## config.mk

```make
export PLATFORM = sky130hd
export DESIGN_NAME = frac_div_ctrl
export DESIGN_NICKNAME = d
export VERILOG_FILES = /design/src/rtl/adpll_pkg.sv /design/src/rtl/frac_acc.sv /design/src/rtl/frac_div_ctrl.sv
export SDC_FILE = /design/constraint.sdc
export NUM_CORES = 1
export LEC_CHECK = 0
export ABC_AREA = 0
export BUFFER_PORTS_ARGS = -buffer_cell sky130_fd_sc_hd__clkbuf_2
export CAP_MARGIN = 20
export CORE_ASPECT_RATIO = 1.5
export CORE_MARGIN = 2
export CORE_UTILIZATION = 60
export CTS_BUF_LIST = sky130_fd_sc_hd__clkbuf_8
export DETAILED_ROUTE_END_ITERATION = 12
export PLACE_DENSITY_LB_ADDON = 0.12
export SETUP_SLACK_MARGIN = 0.2
export SKIP_LAST_GASP = 1
export SLEW_MARGIN = 20
export SYNTH_ARGS = -nofsm -noshare
export SYNTH_HDL_FRONTEND = slang
export SYNTH_HIERARCHICAL = 1
export SYNTH_SLANG_ARGS = --single-unit
```

## constraint.sdc

```tcl
create_clock -name clk_in -period 5.5 [get_ports clk_in]
set_input_delay 0.275 -clock clk_in [delete_from_list [all_inputs] [get_ports clk_in]]
set_output_delay 0.275 -clock clk_in [all_outputs]
set_load 0.05 [all_outputs]
```

## src/rtl/adpll_pkg.sv

```systemverilog
// Shared widths, limits and controller state encoding for the ADPLL feedback divider.
package adpll_pkg;

    localparam int ADPLL_INT_W   = 8;
    localparam int ADPLL_FRAC_W  = 12;
    localparam int ADPLL_MIN_DIV = 2;

    typedef enum logic [1:0] {
        IDLE  = 2'd0,
        RUN   = 2'd1,
        DRAIN = 2'd2
    } state_e;

endpackage

```

## src/rtl/frac_acc.sv

```systemverilog
// MASH-1 phase accumulator: carry is the overflow of acc+frac, acc advances on step.
// Latency: carry is combinational from acc/frac; acc updates on the clock after step.
// Backpressure: none; step is a single-cycle strobe.
module frac_acc
    import adpll_pkg::*;
#(
    parameter int FRAC_W = ADPLL_FRAC_W
) (
    input  logic              clk_in,
    input  logic              reset,
    input  logic              step,
    input  logic [FRAC_W-1:0] frac,
    output logic              carry,
    output logic [FRAC_W-1:0] acc
);

    logic [FRAC_W:0]   sum;
    logic [FRAC_W-1:0] acc_q;
    logic [FRAC_W-1:0] acc_d;

    always_comb begin
        sum   = {1'b0, acc_q} + {1'b0, frac};
        acc_d = step ? sum[FRAC_W-1:0] : acc_q;
    end

    always_ff @(posedge clk_in or posedge reset) begin
        if (reset) begin
            acc_q <= '0;
        end else begin
            acc_q <= acc_d;
        end
    end

    assign carry = sum[FRAC_W];
    assign acc   = acc_q;

endmodule

```

## src/rtl/frac_div_ctrl.sv

```systemverilog
// Fractional-N feedback divider: emits periods of N or N+1 clk_in cycles, ratio swapped glitch-free.
// Latency: clk_out/period_tick rise one cycle after a period start; config applies at the next boundary.
// Backpressure: cfg_ready low while the shadow register holds an unapplied ratio.
module frac_div_ctrl
    import adpll_pkg::*;
#(
    parameter int INT_W        = ADPLL_INT_W,
    parameter int FRAC_W       = ADPLL_FRAC_W,
    parameter int MIN_DIV      = ADPLL_MIN_DIV,
    parameter int DEFAULT_INT  = 8,
    parameter int DEFAULT_FRAC = 0
) (
    input  logic              clk_in,
    input  logic              reset,
    input  logic              enable,
    input  logic              cfg_valid,
    input  logic [INT_W-1:0]  cfg_int,
    input  logic [FRAC_W-1:0] cfg_frac,
    output logic              cfg_ready,
    output logic              cfg_err,
    output logic              clk_out,
    output logic              period_tick,
    output logic              busy
);

    localparam logic [INT_W-1:0]  DEF_INT   = DEFAULT_INT[INT_W-1:0];
    localparam logic [FRAC_W-1:0] DEF_FRAC  = DEFAULT_FRAC[FRAC_W-1:0];
    localparam logic [INT_W-1:0]  MIN_DIV_V = MIN_DIV[INT_W-1:0];
    localparam logic [INT_W:0]    ONE       = {{INT_W{1'b0}}, 1'b1};

    state_e             state_q, state_d;
    logic [INT_W:0]     cnt_q, cnt_d;
    logic [INT_W:0]     p_q, p_d;
    logic               clk_out_q, clk_out_d;
    logic               tick_q, tick_d;
    logic               err_q, err_d;
    logic [INT_W-1:0]   active_int_q, active_int_d;
    logic [FRAC_W-1:0]  active_frac_q, active_frac_d;
    logic [INT_W-1:0]   shadow_int_q, shadow_int_d;
    logic [FRAC_W-1:0]  shadow_frac_q, shadow_frac_d;
    logic               shadow_full_q, shadow_full_d;

    logic               running;
    logic               boundary;
    logic               apply;
    logic               period_start;
    logic               cfg_xfer;
    logic               cfg_ok;
    logic [INT_W-1:0]   eff_int;
    logic [FRAC_W-1:0]  eff_frac;
    logic               carry;
    logic [FRAC_W-1:0]  acc_unused;

    frac_acc #(
        .FRAC_W (FRAC_W)
    ) u_frac_acc (
        .clk_in (clk_in),
        .reset  (reset),
        .step   (period_start),
        .frac   (eff_frac),
        .carry  (carry),
        .acc    (acc_unused)
    );

    always_comb begin
        running      = (state_q != IDLE);
        boundary     = running && (cnt_q == (p_q - ONE));
        apply        = shadow_full_q && (boundary || !running);
        // A ratio applied this cycle already shapes the period being launched now.
        eff_int      = apply ? shadow_int_q  : active_int_q;
        eff_frac     = apply ? shadow_frac_q : active_frac_q;
        period_start = enable && (boundary || !running);
        cfg_xfer     = cfg_valid && !shadow_full_q;
        cfg_ok       = (cfg_int >= MIN_DIV_V);

        state_d = state_q;
        unique case (state_q)
            IDLE:       if (enable) state_d = RUN;
            RUN, DRAIN: begin
                if (boundary && !enable) state_d = IDLE;
                else                     state_d = enable ? RUN : DRAIN;
            end
            default:    state_d = IDLE;
        endcase

        cnt_d = (period_start || boundary || !running) ? '0 : cnt_q + ONE;
        p_d   = period_start ? ({1'b0, eff_int} + {{INT_W{1'b0}}, carry}) : p_q;

        if (period_start) begin
            clk_out_d = 1'b1;
        end else if (!running || boundary || (cnt_q == ((p_q >> 1) - ONE))) begin
            clk_out_d = 1'b0;
        end else begin
            clk_out_d = clk_out_q;
        end

        tick_d = period_start;
        err_d  = cfg_xfer && !cfg_ok;

        shadow_int_d  = shadow_int_q;
        shadow_frac_d = shadow_frac_q;
        shadow_full_d = shadow_full_q;
        if (cfg_xfer && cfg_ok) begin
            shadow_int_d  = cfg_int;
            shadow_frac_d = cfg_frac;
            shadow_full_d = 1'b1;
        end else if (apply) begin
            shadow_full_d = 1'b0;
        end

        active_int_d  = eff_int;
        active_frac_d = eff_frac;
    end

    always_ff @(posedge clk_in or posedge reset) begin
        if (reset) begin
            state_q       <= IDLE;
            cnt_q         <= '0;
            p_q           <= {1'b0, DEF_INT};
            clk_out_q     <= 1'b0;
            tick_q        <= 1'b0;
            err_q         <= 1'b0;
            active_int_q  <= DEF_INT;
            active_frac_q <= DEF_FRAC;
            shadow_int_q  <= '0;
            shadow_frac_q <= '0;
            shadow_full_q <= 1'b0;
        end else begin
            state_q       <= state_d;
            cnt_q         <= cnt_d;
            p_q           <= p_d;
            clk_out_q     <= clk_out_d;
            tick_q        <= tick_d;
            err_q         <= err_d;
            active_int_q  <= active_int_d;
            active_frac_q <= active_frac_d;
            shadow_int_q  <= shadow_int_d;
            shadow_frac_q <= shadow_frac_d;
            shadow_full_q <= shadow_full_d;
        end
    end

    assign cfg_ready   = !shadow_full_q;
    assign cfg_err     = err_q;
    assign clk_out     = clk_out_q;
    assign period_tick = tick_q;
    assign busy        = (state_q != IDLE);

endmodule

```

==> out/metrics.yaml, run 1 <==
critical_path:
  cp.required_ps: 5740
  cp_max_fo: 7
  crit_type: "reg2reg"
  worstPathArrival_ps: 5170
  cp-end-kind: "flop"
  crit_path_start_kind: "flop"
  regToRegSetupSlack_ps: 570
layout:
  area_growth_pct: 9.221
  final_util_pct: 67.26
  final_layout_size_suffix_gt1_share_pct: 26.70
  antenna_cells: 0
  ff_latch_area_mm2: 0.001904
  multiInputGateArea_mm2: 0.002397
  n_fill_cell: 584
  fin_nets: 466
placement:
  io_buffers: 28
  detailed_place_hpwl_um: 6473
  gp_congestion: 0.9244
  dp_worst_setup_slack_ps: 566.0
yosys:
  synth.most_common_cell: "dfrtp_1"
  ys_ff_latch: 76
  synth_area_leaders: "dfrtp_1 (42%), mux2_4 (8.1%), mux2_2 (7.1%)"
  netlist_area_mm2: 0.004451
  ys_warn_count: 6
  yosysSeqAreaShare_pct: 42.79
  syn_inst: 396
  synth_top_area_share_pct: 41.61
  synth.avg_cell_area_um2: 11.24
  synth_common_cells: "dfrtp_1 (74), mux2_2 (28), nor2_1 (26), mux2_4 (24)"
  synth_top_cell_by_area: "dfrtp_1"
  synth_flop_cell: "dfrtp_1"
  async_flop_share_pct: 100.0
  syn_nets: 440
  synth_edf_count: 0
  synth.distinct_cells: 56
clock_tree:
  clock_latency_ps: 360
  htreeDepth: 3
  clockBufferDepth: 2
  cts.sinks: 76
  cts_setup_buffers: 0
  cts_tree: "done"
  cts_root_buf: "clkbuf_8"
  cts_buffers: 9
  clk_pin_slew_ps: 80
drt:
  num_vias: 3038
  avgViaCountPerCell: 5.765
  ant_nets: 0
  first_iter_violations: 168
  drt_wl_total_um: 8917
  dr.pass1.iters: 4
  drcViolationCount: 0
  post_drt_wl_per_cell_um: 16.92
floorplanning:
  start_util_pct: 61.58
  io_pins: 29
  dieArea_mm2: 0.008137
  rows: 38
  die_h_um: 109.5
  dieWidth_um: 74.32
  core_mm2: 0.007227
grt:
  grt-ovfl-total: 0
  use_met1_pct: 28.13
  first_global_vias: 3082
  busiest_layer: "met2"
  antenna_found_initial: 0
  use_met2_pct: 42.28
  grt_use_total_pct: 24.17
  grt_pass1_wl_um: 14630
  grt_start_max_net_pins: 65
  grt_use_met3_pct: 6.049
pwr:
  comb_power_share_pct: 56.2
  p_sw_mw: 1.448
  cellPowerDensity_mw_per_mm2: 715.9
  power.total_mw: 3.480
  p_clk_share_pct: 13.1
  total_leakage_power_nw: 2.175
  peakVddDrop_v: 0.0004402
  p_int_mw: 2.032
  swShare_pct: 41.60
  pwr-share-seq_pct: 30.6
sta:
  finalWorstSetupSlack_ps: 566.3
  maxSlewViolCount: 0
  slew_headroom_pct: 44.89
  tns_ps: 0
  setup_viol: 0
  fin_crit_ps: 4934
  skew_ps: 10.66
  fmaxAchievable_mhz: 202.7
  rsz0062_at_grt: "false"
  fin_crit_sh_pct: 89.70
  worst_pin_slew_ps: 819.1
  hold_viol: 0
worst_hold_path:
  holdCritPathClass: "in2reg"
job:
  max_cap_viol_count: 0
status:
  outcome: "complete, no violations"
worst max-delay path, stage by stage, from the launching register on:
cell and delay (ps):
dfrtp_1 450, inv_1 90, ha_1 250, nor4b_2 180
a221oi_1 340, and3_1 210, a41o_1 240, buf_4 220
mux2_4 340, fa_1 460, a21o_1 210, a221o_1 380
a21oi_1 170, o21ai_0 130, ha_1 250, ha_1 240
nand3_1 130, nor2_1 80, nand3_1 80, mux2i_1 80
mux2_2 270
cell type report:
class	count	area share, %
repair buffers	32	3.552
clock buffers	9	2.548
clock inverters	7	1.905
inverters	12	0.9266
flip-flops and latches	76	39.18
well taps	100	2.574
multi-input cells	291	49.32
registers in the layout, indices dropped and copies added, names as in the netlist:
name / count
p_q: 9
clk_out: 1
u_frac_acc/acc: 12
shadow_frac_q: 12
period_tick: 1
state_q: 2
active_int_q: 8
cfg_err: 1
shadow_int_q: 8
cnt_q: 9
active_frac_q: 12
shadow_full_q: 1
per-layer routing:
metal | wire length, µm | up-vias
met3 | 360 | 21
met5 | 0 | -
met2 | 4707 | 64
met1 | 3615 | 1475
li1 | - | 1478
met4 | 233 | 0
final timing paths:
check,depth (start not counted),endpoint,startpoint
worst max-delay path,20,p_q[8],p_q[0]
worst min-delay path,2,shadow_frac_q[0],cfg_frac[0]
worst max register to register,20,p_q[8],p_q[0]
worst min register to register,2,u_frac_acc/acc[7],u_frac_acc/acc[7]
max in group asynchronous,4,period_tick,reset
min in group asynchronous,3,u_frac_acc/acc[6],reset
cells in the final DEF (no fill, tap or decap), drive strengths merged, types with 3 or more instances in the layout:
| cell type | instances |
|---|---|
| xor2 | 23 |
| clkinv | 3 |
| nor2 | 26 |
| xnor2 | 23 |
| a31o | 3 |
| nor3 | 5 |
| inv | 12 |
| a21o | 3 |
| dfrtp | 74 |
| nand4 | 6 |
| ha | 19 |
| clkbuf | 37 |
| and3 | 12 |
| and2 | 5 |
| buf | 3 |
| o311ai | 3 |
| o211ai | 3 |
| mux2 | 52 |
| nand2 | 17 |
| mux2i | 7 |
| a21oi | 14 |
| nand3 | 23 |
| o21ai | 11 |
through the flow:
step	hold WS, ps	instance area, µm²	std cells
2_1_floorplan	139.7	4451	396
3_3_place_gp	346.9	4627	510
3_5_place_dp	351.7	4627	510
4_1_cts	125.0	4853	527
5_1_grt	130.4	4861	527
6_report	147.2	4861	527
power groups by stage:
stage	clock network [mW]	logic [mW]	registers (mW)
2_1_floorplan	0	1.65	0.988
3_3_place_gp	0	1.90	1.07
3_5_place_dp	0	1.94	1.08
4_1_cts	0.472	1.95	1.07
5_1_grt	0.493	2.15	1.11
6_report	0.457	1.96	1.07
what timing repair did:
action	in CTS	in global routing
endpoints found under the setup margin	0	2
resized for setup	0	1
hold endpoints to repair	12	0
hold buffers	1	0
logic make-up (layout without fill, tap and decap cells):
family	Yosys count	count (layout)	synth area share [%]
buf+inv	29	60	3.570
compound gates	57	57	9.109
mux	59	59	16.76
xor+xnor	46	46	9.052
simple gates	109	109	12.93
flops	76	76	42.79
fa+ha+maj	20	20	5.791
Note: power is estimated with default switching activity, not from simulation.
==> inputs of run 2 (changes only) <==
==> constraint.sdc (replaced) <==
create_clock -name clk_in -period 5.5 [get_ports clk_in]
set_input_delay 0.825 -clock clk_in [delete_from_list [all_inputs] [get_ports clk_in]]
set_output_delay 0.825 -clock clk_in [all_outputs]
set_load 0.05 [all_outputs]
==> run 2 against run 1 <==
Compared with the run above: design area shrank 0.21%; maximum frequency is essentially flat; non-clock buffer count shrank 1; sequential power is essentially flat; sequential cell count is the same; clock power is essentially flat; clock skew grew 0.70 ps; critical endpoint unchanged.
==> out/metrics.yaml, run 2 (synthesized netlist as in run 1, its figures left out) <==
clock_tree:
  cts_root_buf: "clkbuf_8"  # unchanged
  clock_latency_ps: 360  # about the same
  cts_buffers: 9  # unchanged
  cts.repair.resized: 0  # unchanged
  htreeDepth: 3  # unchanged
  cts_setup_buffers: 0  # unchanged
  cts.sinks: 76  # unchanged
  clockBufferDepth: 2  # unchanged
  cts_tree: "done"  # unchanged
  clk_pin_slew_ps: 80  # about the same
  hold_buffers: 0  # was 1
floorplanning:
  dieWidth_um: 74.32  # unchanged
  die_h_um: 109.5  # unchanged
  dieArea_mm2: 0.008137  # unchanged
  core_mm2: 0.007227  # unchanged
  io_pins: 29  # unchanged
  start_util_pct: 61.58  # unchanged
  rows: 38  # unchanged
pwr:
  cellPowerDensity_mw_per_mm2: 717.4  # was 715.9 mW/mm²
  peakVddDrop_v: 0.0004401  # was 0.0004402 V
  total_leakage_power_nw: 2.171  # was 2.175 nW
placement:
  post-place-cells: 510  # unchanged
  gp_congestion: 0.9244  # unchanged
  detailed_place_hpwl_um: 6473  # unchanged
  io_buffers: 28  # unchanged
sta:
  setup_viol: 0  # unchanged
  slew_headroom_pct: 44.45  # was 44.89%
  fin_crit_ps: 4935  # was 4934 ps
  worst_pin_slew_ps: 825.7  # was 819.1 ps
  fin_crit_sh_pct: 89.73  # was 89.70%
  rsz0062_at_grt: "false"  # unchanged
  tns_ps: 0  # unchanged
  fmaxAchievable_mhz: 202.6  # was 202.7 MHz
  maxSlewViolCount: 0  # unchanged
  hold_viol: 0  # unchanged
  skew_ps: 11.36  # was 10.66 ps
layout:
  area_growth_pct: 8.996  # was 9.221%
  final_common_cell: "dfrtp_1"  # unchanged
  stdcell_count: 526  # was 527
  final_layout_size_suffix_gt1_share_pct: 26.76  # was 26.70%
  antenna_cells: 0  # unchanged
  fin_nets: 465  # was 466
  final_cell_mix: "dfrtp_1 (74), mux2_2 (28), clkbuf_2 (28)"  # unchanged
grt:
  grt_start_max_net_pins: 65  # unchanged
  first_global_vias: 3080  # was 3082
  grt_pass1_wl_um: 14620  # was 14630 µm
  grt-ovfl-total: 0  # unchanged
  antenna_found_initial: 0  # unchanged
  grt_use_total_pct: 24.15  # was 24.17%
status:
  outcome: "complete, no violations"  # unchanged
drt:
  num_vias: 3037  # was 3038
  wl_met1_um: 3603  # was 3615 µm
  post_drt_wl_per_cell_um: 16.94  # was 16.92 µm
  drt_wl_total_um: 8912  # was 8917 µm
  met2_length_um: 4798  # was 4707 µm
  first_iter_violations: 163  # was 168
  highest_layer: "met4"  # unchanged
  wl_met3_um: 350  # was 360 µm
  avgViaCountPerCell: 5.774  # was 5.765
  dr.pass1.iters: 4  # unchanged
  drcViolationCount: 0  # unchanged
  ant_nets: 0  # unchanged
critical_path:
  crit_path_start_kind: "flop"  # unchanged
  worstPathArrival_ps: 5170  # about the same
  cp_max_fo: 7  # unchanged
  cp.required_ps: 5740  # about the same
  crit_type: "reg2reg"  # unchanged
  startpoint: "p_q[2]"  # was p_q[0]
  regToRegStartpoint: "p_q[2]"  # was p_q[0]
  cp-end-kind: "flop"  # unchanged
worst_hold_path:
  holdCritPathClass: "reg2reg"  # was in2reg
  holdCritStartpoint: "u_frac_acc/acc[7]"  # was cfg_frac[0]
job:
  max_cap_viol_count: 0  # unchanged
[run 2: cell count changes in the layout (fill, tap and decap cells not counted), sizes merged]
cell	before	now
dlygate4sd3	1	0
[run 2: layer usage]
layer	vias to the layer above	track usage (%)
li1	1477	-
met1	1486	28.07
met2	57	42.28
met3	17	6.049
met4	0	9.184
met5	-	0
[run 2: final timing paths]
kind                            slack, ps  cells past startpoint                end
worst min-delay path                  500                      2  u_frac_acc/acc[7]
max in group asynchronous            4270                      3        period_tick
min in group asynchronous             510                      2  u_frac_acc/acc[6]
worst max register to register        560                     20             p_q[8]
worst max-delay path                  560                     20             p_q[8]
worst min register to register        500                      2  u_frac_acc/acc[7]
[run 2: metrics by stage]
step	util, %	hold slack [ps]	setup slack, ps	instance area (µm²)	power [mW]
final	67.12	495.9	564.9	4851	3.480
after global routing	67.12	514.7	275.2	4851	3.747
after global placement	64.02	467.8	681.3	4627	2.962
after CTS	67.02	503.7	487.5	4843	3.492
after detailed placement	64.02	484.7	566.0	4627	3.013
after floorplan	-	455.7	719.7	4451	2.640
[run 2: cell type report]
class                   count  area (µm²)
flip-flops and latches     76        1904
clock buffers               9       123.9
repair buffers             31       162.7
fillers                   585        2376
multi-input cells         291        2397
well taps                 100       125.1
inverters                  12       45.04
clock inverters             7       92.59
[run 2: where the power goes]
part / total [mW] / internal (mW) / switching (mW)
registers: 1.07 / 0.825 / 0.241
clock network: 0.458 / 0.253 / 0.205
logic: 1.96 / 0.953 / 1.00
total: 3.48 / 2.03 / 1.45
[run 2: worst max-delay path: stages (launching register included)]
cell and delay [ps]:
dfrtp_1 440, inv_1 140, ha_1 260, nor2b_2 230, nand4_1 130, a211oi_2 300
a41o_1 270, buf_4 220, mux2_4 340, fa_1 460, a21o_1 210, a221o_1 380
a21oi_1 170, o21ai_0 130, ha_1 250, ha_1 240, nand3_1 130, nor2_1 80
nand3_1 80, mux2i_1 80, mux2_2 270
==> inputs of run 3 (changes only) <==
--- a/config.mk
+++ b/config.mk
@@ -11,7 +11,6 @@
 export CORE_ASPECT_RATIO = 1.5
 export CORE_MARGIN = 2
 export CORE_UTILIZATION = 60
-export CTS_BUF_LIST = sky130_fd_sc_hd__clkbuf_8
 export DETAILED_ROUTE_END_ITERATION = 12
 export PLACE_DENSITY_LB_ADDON = 0.12
 export SETUP_SLACK_MARGIN = 0.2
==> run 3 against run 2 <==
Compared with the run above: clock skew is essentially flat; critical endpoint unchanged; worst setup slack stayed put; sequential power hardly changed; routed wire length about the same; utilization unchanged; power hardly changed; clock power hardly changed; non-clock buffer count did not move.
==> out/metrics.yaml, run 3 (synthesized netlist as in run 1, its figures left out) <==
pwr:
  total_leakage_power_nw: 2.167  # was 2.171 nW
  power.total_mw: 3.482  # was 3.480 mW
  cellPowerDensity_mw_per_mm2: 717.8  # was 717.4 mW/mm²
  peakVddDrop_v: 0.0004401  # about the same
floorplanning:
  rows: 38  # unchanged
  io_pins: 29  # unchanged
  dieWidth_um: 74.32  # unchanged
  core_mm2: 0.007227  # unchanged
  die_h_um: 109.5  # unchanged
  start_util_pct: 61.58  # unchanged
  dieArea_mm2: 0.008137  # unchanged
critical_path:
  path_delay_family: "compound AO/OA/AOI/OAI gates"  # unchanged
  crit_chain: "inv_1, ha_1, nor2b_2, nand4_1, a211oi_2, a41o_1, buf_4, mux2_4, fa_1, a21o_1, a221o_1, a21oi_1, o21ai_0, ha_1, ha_1, nand3_1, nor2_1, nand3_1, mux2i_1, mux2_2"  # unchanged
  crit_slowest_cell: "fa_1"  # unchanged
  crit_path_max_incr_delay_ps: 460  # about the same
  worstPathArrival_ps: 5170  # about the same
  crit_type: "reg2reg"  # unchanged
  r2r_end: "p_q[8]"  # unchanged
  cp_max_fo: 7  # unchanged
  cp-end-kind: "flop"  # unchanged
  crit_top_cell: "ha_1"  # unchanged
  reg2reg_depth: 20  # unchanged
  cp.required_ps: 5740  # about the same
  regToRegSetupSlack_ps: 560  # about the same
  crit_path_start_kind: "flop"  # unchanged
  path_buf_inv: 2  # unchanged
  regToRegStartpoint: "p_q[2]"  # unchanged
placement:
  detailed_place_hpwl_um: 6473  # unchanged
  io_buffers: 28  # unchanged
  gp_congestion: 0.9244  # unchanged
drt:
  drt_wl_total_um: 8908  # was 8912 µm
  first_iter_violations: 162  # was 163
  dr.pass1.iters: 4  # unchanged
  drcViolationCount: 0  # unchanged
  avgViaCountPerCell: 5.772  # was 5.774
  num_vias: 3036  # was 3037
  ant_nets: 0  # unchanged
  post_drt_wl_per_cell_um: 16.94  # about the same
sta:
  worst_pin_slew_ps: 825.7  # unchanged
  fmaxAchievable_mhz: 202.6  # unchanged
  hold_viol: 0  # unchanged
  fin_crit_ps: 4935  # unchanged
  fin_crit_sh_pct: 89.73  # unchanged
  skew_ps: 11.29  # was 11.36 ps
  rsz0062_at_grt: "false"  # unchanged
  tns_ps: 0  # unchanged
  maxSlewViolCount: 0  # unchanged
  slew_headroom_pct: 44.45  # unchanged
  hold_ws_ps: 495.9  # unchanged
  setup_viol: 0  # unchanged
grt:
  grt_start_max_net_pins: 65  # unchanged
  grt_pass1_wl_um: 14620  # unchanged
  antenna_found_initial: 0  # unchanged
  grt-ovfl-total: 0  # unchanged
  grt_use_total_pct: 24.15  # unchanged
  first_global_vias: 3080  # unchanged
worst_hold_path:
  holdPathStages: 2  # unchanged
  hold-path-endpoint: "u_frac_acc/acc[7]"  # unchanged
  holdCritPathClass: "reg2reg"  # unchanged
  holdCritStartpoint: "u_frac_acc/acc[7]"  # unchanged
clock_tree:
  cts_buffers: 9  # unchanged
  cts_setup_buffers: 0  # unchanged
  clock_latency_ps: 360  # about the same
  cts_root_buf: "clkbuf_8"  # unchanged
  clk_pin_slew_ps: 80  # about the same
  cts_tree: "done"  # unchanged
  htreeDepth: 3  # unchanged
  clockBufferDepth: 2  # unchanged
  cts.sinks: 76  # unchanged
layout:
  antenna_cells: 0  # unchanged
  final_layout_size_suffix_gt1_share_pct: 26.76  # unchanged
  final_cell_mix: "dfrtp_1 (74), mux2_2 (28), clkbuf_2 (28)"  # unchanged
  final_common_cell: "dfrtp_1"  # unchanged
  area_growth_pct: 8.996  # unchanged
  fin_nets: 465  # unchanged
status:
  outcome: "complete, no violations"  # unchanged
job:
  max_cap_viol_count: 0  # unchanged
==> run 3: changes by cell type in the layout (fill, tap and decap cells not counted), sizes merged <==
cell / delta
clkbuf: +1
inv: -1
==> run 3: worst min-delay path: cells and delay by family (launching register included) <==
family,cells,cell delay (ps)
flops,1,350
compound gates,1,60
simple gates,1,50
==> run 3: area by class of cell <==
class	count	area, µm²
Clock buffer	10	127.6
Multi-Input combinational cell	291	2397
Sequential cell	76	1904
Inverter	12	45.04
Tap cell	100	125.1
Fill cell	585	2376
Timing Repair Buffer	31	162.7
Clock inverter	6	88.84
==> run 3: per-layer routing <==
| metal | wire [µm] | track usage, % |
|---|---|---|
| met1 | 3613 | 28.07 |
| met2 | 4795 | 42.28 |
| met3 | 340 | 6.049 |
| met4 | 159 | 9.184 |
| met5 | 0 | 0 |
==> run 3: timing repair <==
action	CTS	global route
hold buffers	0	0
setup endpoints to repair	0	2
resized for setup	0	1
==> run 3: worst max-delay path by stage <==
stage / depth (start not counted) / end / from
2_1_floorplan: 21 / p_q[7] / p_q[2]
3_3_place_gp: 19 / p_q[7] / p_q[2]
3_5_place_dp: 20 / p_q[8] / p_q[2]
4_1_cts: 20 / p_q[8] / p_q[2]
5_1_grt: 20 / p_q[8] / p_q[2]
6_report: 20 / p_q[8] / p_q[2]
==> run 3: per-stage QoR <==
stage	instance area, µm²	utilization [%]	worst slack (ps)	instances
after detailed placement	4627	64.02	566.0	510
after CTS	4843	67.02	487.5	526
final	4851	67.12	564.9	526
after global routing	4851	67.12	275.2	526
after floorplan	4451	-	719.7	396
after global placement	4627	64.02	681.3	510
==> run 3: power breakdown <==
part           switching, mW  internal (mW)  total [mW]
logic                   1.00          0.953        1.96
registers              0.241          0.825        1.07
clock network          0.204          0.255       0.460
